File: config.mk
export PLATFORM = sky130hd
export DESIGN_NAME = rf_read_ctrl
export DESIGN_NICKNAME = d
export VERILOG_FILES = /design/src/rtl/rf_sec_pkg.sv /design/src/rtl/rf_lockout_ctr.sv /design/src/rtl/rf_read_ctrl.sv
export SDC_FILE = /design/constraint.sdc
export NUM_CORES = 1
export LEC_CHECK = 0
export CORE_MARGIN = 2
export CORE_UTILIZATION = 50
export DETAILED_ROUTE_END_ITERATION = 8
export GPL_TIMING_DRIVEN = 0
export MAX_ROUTING_LAYER = met4
export PLACE_DENSITY = 0.83
export SLEW_MARGIN = 30
export SYNTH_ARGS = -nofsm -noshare
export SYNTH_HDL_FRONTEND = slang
export SYNTH_SLANG_ARGS = --single-unit
File: constraint.sdc
create_clock -name clk -period 2.6 [get_ports clk]
set_clock_uncertainty 0.1 [all_clocks]
set_input_delay 0.52 -clock clk [delete_from_list [all_inputs] [get_ports clk]]
set_output_delay 0.52 -clock clk [all_outputs]
set_load 0.02 [all_outputs]
File: src/rtl/rf_sec_pkg.sv
// Shared widths, constants and state encoding for the
// user-ID-tagged register file read path.
package rf_sec_pkg;
  localparam int ADDR_W = 4;
  localparam int UID_W  = 12;
  localparam int DATA_W = 16;

  localparam logic [UID_W-1:0]  UID_UNOWNED = 12'h000;
  localparam logic [ADDR_W-1:0] ADDR_LAST   = '1;

  typedef enum logic [1:0] {
    IDLE,
    READ,
    RESP,
    LOCK
  } state_t;
endpackage

File: src/rtl/rf_lockout_ctr.sv
// Consecutive-denial counter and lockout timer for the
// register file read port.
module rf_lockout_ctr #(
  parameter int MAX_DENY    = 3,
  parameter int LOCK_CYCLES = 16
) (
  input  logic clk,
  input  logic rst_n,
  input  logic deny,
  input  logic grant,
  input  logic handshake,
  output logic trip,
  output logic locked_done
);
  logic [3:0] cnt;
  logic [7:0] tmr;

  assign trip        = handshake && deny
                     && (cnt == 4'(MAX_DENY - 1));
  assign locked_done = (tmr == 8'd1);

  always_ff @(posedge clk or negedge rst_n) begin
    if (!rst_n) begin
      cnt <= '0;
      tmr <= '0;
    end else begin
      if (locked_done)
        cnt <= '0;
      else if (handshake && deny)
        cnt <= cnt + 4'd1;
      else if (handshake && grant)
        cnt <= '0;

      if (trip)
        tmr <= 8'(LOCK_CYCLES);
      else if (tmr != 8'd0)
        tmr <= tmr - 8'd1;
    end
  end
endmodule

File: src/rtl/rf_read_ctrl.sv
// Owner-checked read controller: single reads or a full
// 16-register dump, with lockout after repeated denials.
module rf_read_ctrl
  import rf_sec_pkg::*;
#(
  parameter int MAX_DENY    = 3,
  parameter int LOCK_CYCLES = 16
) (
  input  logic              clk,
  input  logic              rst_n,
  input  logic              req_valid,
  output logic              req_ready,
  input  logic [ADDR_W-1:0] req_addr,
  input  logic [UID_W-1:0]  req_uid,
  input  logic              dump_start,
  output logic [ADDR_W-1:0] rf_adr,
  input  logic [DATA_W-1:0] rf_rs,
  input  logic [UID_W-1:0]  rf_uid_out,
  output logic              rsp_valid,
  input  logic              rsp_ready,
  output logic [DATA_W-1:0] rsp_data,
  output logic              rsp_denied,
  output logic [ADDR_W-1:0] rsp_addr,
  output logic              rsp_last,
  output logic              dump_busy,
  output logic              locked
);
  state_t            state_q, state_d;
  logic [ADDR_W-1:0] addr_q;
  logic [UID_W-1:0]  uid_q;
  logic              grant_rd;
  logic              hs;
  logic              trip;
  logic              locked_done;

  assign grant_rd = (rf_uid_out == uid_q)
                 || (rf_uid_out == UID_UNOWNED);
  assign hs       = (state_q == RESP) && rsp_ready;

  rf_lockout_ctr #(
    .MAX_DENY    (MAX_DENY),
    .LOCK_CYCLES (LOCK_CYCLES)
  ) u_lockout (
    .clk         (clk),
    .rst_n       (rst_n),
    .deny        (rsp_denied),
    .grant       (!rsp_denied),
    .handshake   (hs),
    .trip        (trip),
    .locked_done (locked_done)
  );

  always_ff @(posedge clk or negedge rst_n) begin
    if (!rst_n)
      state_q <= IDLE;
    else
      state_q <= state_d;
  end

  always_comb begin
    state_d   = state_q;
    req_ready = 1'b0;
    rsp_valid = 1'b0;
    locked    = 1'b0;
    rf_adr    = '0;
    unique case (state_q)
      IDLE: begin
        req_ready = 1'b1;
        if (req_valid || dump_start)
          state_d = READ;
      end
      READ: begin
        rf_adr  = addr_q;
        state_d = RESP;
      end
      RESP: begin
        rsp_valid = 1'b1;
        if (rsp_ready) begin
          if (trip)
            state_d = LOCK;
          else if (dump_busy && addr_q != ADDR_LAST)
            state_d = READ;
          else
            state_d = IDLE;
        end
      end
      LOCK: begin
        locked = 1'b1;
        if (locked_done)
          state_d = IDLE;
      end
    endcase
  end

  always_ff @(posedge clk or negedge rst_n) begin
    if (!rst_n) begin
      addr_q     <= '0;
      uid_q      <= '0;
      dump_busy  <= 1'b0;
      rsp_data   <= '0;
      rsp_denied <= 1'b0;
      rsp_addr   <= '0;
      rsp_last   <= 1'b0;
    end else begin
      unique case (state_q)
        IDLE: begin
          if (req_valid) begin
            addr_q <= req_addr;
            uid_q  <= req_uid;
          end else if (dump_start) begin
            addr_q    <= '0;
            uid_q     <= req_uid;
            dump_busy <= 1'b1;
          end
        end
        READ: begin
          rsp_data   <= grant_rd ? rf_rs : '0;
          rsp_denied <= !grant_rd;
          rsp_addr   <= addr_q;
          rsp_last   <= dump_busy && (addr_q == ADDR_LAST);
        end
        RESP: begin
          if (rsp_ready) begin
            if (trip)
              dump_busy <= 1'b0;
            else if (dump_busy && addr_q != ADDR_LAST)
              addr_q <= addr_q + ADDR_W'(1);
            else
              dump_busy <= 1'b0;
          end
        end
        LOCK: ;
      endcase
    end
  end
endmodule

==> impl_metrics.py <==
metrics = {
    "run_status": {
        "status": "complete, no violations",
    },
    "synthesis": {
        "synth_cells": 254,
        "synthesis.area_um2": 2590,
        "synthTopCellsByArea": "dfrtp_1 (51%), nand2_1 (6.2%), mux2_2 (5.7%)",
        "synth_sequential_area_ratio": 0.512,
        "syn_nets": 308,
        "yosys.cell_count.top_type": "dfrtp_1",
        "synth.top_cell.area_share": 0.512,
        "synth.distinct_cells": 46,
        "synthFlopType": "dfrtp_1",
        "yosys_warnings": 0,
        "syn_area_per_cell_um2": 10.2,
        "async_reset_ff_frac": 1.00,
        "synth.top_cells.by_count": "dfrtp_1 (53), nand2_1 (43), o21ai_0 (21), mux2_2 (13), xor2_1 (13)",
        "ys_ff_latch": 53,
        "synth_edf_count": 0,
        "yosys.area.top_type": "dfrtp_1",
    },
    "floorplanning": {
        "core_um2": 5040,
        "num_rows": 26,
        "start_util": 0.514,
        "ios": 79,
        "die_area_um2": 5770,
        "dieHeight_um": 76.0,
        "die_w_um": 76.0,
    },
    "cells_and_area": {
        "seqCellArea_um2": 1330,
        "nNetsFinal": 395,
        "antennaDiodeCount": 0,
        "utilization": 0.710,
        "n_fill_cell": 383,
        "syn_to_final_growth_pct": 38.3,
        "fin_cells": 412,
        "multi_input_area_um2": 1200,
        "layout-drive-gt1-share": 0.0994,
    },
    "placed_design": {
        "dp.cells": 403,
        "place_hpwl_um": 4430,
        "gp_congestion": 0.854,
        "io_buffers": 78,
        "dpl_worst_slack_ns": -0.0215,
    },
    "pwr": {
        "max-vdd-ir-drop_uv": 616,
        "leakagePower_uw": 0.00153,
        "powerDensity_nw_per_um2": 916,
    },
    "timing": {
        "slew_viol_final": 0,
        "slew_headroom": 0.617,
        "finalSetupViolCount": 0,
        "fmax_ghz": 0.397,
        "setup_ws_ns": 0.0793,
        "min_period_over_period": 0.969,
        "period_needed_ns": 2.52,
        "worst_slew_pin_slew_ns": 0.572,
        "final-hold-violation-count": 0,
        "rsz0062_at_grt": "no",
    },
    "routing": {
        "wl_met2_um": 2870,
        "drt-initial-drc-count": 98,
        "drc": 0,
        "vias_per_cell": 5.32,
        "drtAntennaViolNets": 0,
        "first_pass_iters": 4,
        "routed_wl_um": 5960,
        "wirelength_met1_um": 2640,
        "dr_wl_met3_um": 322,
        "top_layer_used": "met4",
        "vias": 2192,
        "wl_per_cell_um": 14.5,
    },
    "grt": {
        "grt_usage": 0.217,
        "grt_overflow": 0,
        "antenna_found_initial": 0,
        "grt_pass1_wl_um": 9940,
        "grt_max_degree": 42,
        "grt_pass1_vias": 2073,
    },
    "worst_setup_path": {
        "required_ns": 1.98,
        "crit_fanout": 10,
        "start_kind": "flop",
        "arrival_ns": 1.90,
        "crit_type": "reg2out",
        "end_kind": "output pin",
    },
    "cts": {
        "htree_levels": 2,
        "cts.sinks": 53,
        "cts_tree": "built",
        "insertion_delay_ns": 0.31,
        "clockRootBuffer": "clkbuf_8",
        "cts_buffer_depth": 2,
        "post_cts_buffers": 0,
        "clk_pin_slew_ns": 0.10,
        "cts_buffers": 5,
    },
    "job": {
        "drv_cap": 0,
    },
    "hold_path": {
        "hold_path.class": "reg2reg",
    },
}
flip-flops by register name (all words and copies together) (netlist names):
register / count
u_lockout.tmr: 8
rsp_addr: 4
state_q: 2
rsp_last: 1
rsp_denied: 1
addr_q: 4
rsp_data: 16
u_lockout.cnt: 4
uid_q: 12
dump_busy: 1
stage by stage:
stage	instance area (µm²)	hold WS, ns	total power [µW]	TNS, ns
after detailed placement	3480	0.276	2820	-0.0215
after global routing	3580	0.406	3510	0
final	3580	0.387	3280	0
after floorplan	2590	0.124	2320	0
after CTS	3580	0.391	3300	0
after global placement	3460	0.358	2760	-36.28
layout make-up:
cell class,instances,area share
flip-flops and latches,53,0.370
plain buffers,9,0.0122
inverters,6,0.00629
clock buffers,5,0.0192
well taps,70,0.0245
multi-input cells,186,0.335
repair buffers,80,0.225
clock inverters,3,0.00699
power by group:
group,switching (µW),internal (µW),total [µW]
clock,282,195,477
combinational,711,721,1430
sequential,274,1100,1370
total,1270,2010,3280
path summary, 6_finish.rpt:
kind	cells past startpoint	startpoint	slack, ns	endpoint
setup reg to reg	6	u_lockout.cnt[0]	0.66	addr_q[1]
hold / removal	1	rsp_addr[1]	0.39	rsp_addr[1]
min in group asynchronous	2	rst_n	0.47	rsp_data[4]
setup / recovery	4	state_q[1]	0.08	rf_adr[0]
hold reg to reg	1	rsp_addr[1]	0.39	rsp_addr[1]
max in group asynchronous	3	rst_n	1.46	state_q[1]
kinds of logic (layout without fill, tap and decap cells):
family                   count (synthesis)  count (layout)  share of synthesized area
multiplexers                            14              14                     0.0623
buffers and inverters                   15             103                     0.0242
flip-flops                              53              53                      0.512
XOR/XNOR                                16              16                     0.0541
adder cells (fa/ha/maj)                  5               5                     0.0242
AO/OA/AOI/OAI                           52              52                      0.124
AND/OR/NAND/NOR                         99              99                      0.199
critical path, stage by stage, from the launching register on:
cell,delay [ns]
dfrtp_1,0.38
buf_2,0.17
or2b_1,0.29
nor2_1,0.14
clkdlybuf4s50_1,0.63
routing by layer:
metal,vias up,track usage
met5,-,-
met4,0,0.0782
met3,13,0.0391
met2,74,0.357
met1,1039,0.273
li1,1066,-
cell usage in the layout (no fill, tap or decap), types with 2 or more instances in the layout:
cell             synthesis  final
clkbuf_1                 6      5
xor2_1                  13     13
nor3b_1                  2      2
nand2b_1                 3      3
nand3b_1                 5      5
xnor2_1                  3      3
dfrtp_1                 53     53
nor4_1                   8      8
and2_1                   4      4
buf_2                    2      2
inv_1                    6      6
ha_1                     5      5
nand2_1                 43     43
nand4_1                  2      2
nor2b_1                  2      2
a31oi_1                  4      4
clkbuf_8                 0      5
a21o_1                   6      6
o21ai_0                 21     21
nor2_1                  11     11
o211ai_1                 2      2
buf_4                    1      2
nand3_1                  4      4
dlygate4sd2_1            0      2
nor3_1                   3      3
mux2_2                  13     13
a21oi_1                 10     10
clkdlybuf4s50_1          0     75
and3_1                   2      2
repair_timing:
item                       CTS  global route
setup endpoints to repair    2             0
gates resized for setup      4             0
hold endpoints to repair    12             0
hold buffers                 1             0
No activity file was read; power rests on OpenSTA's default activity.
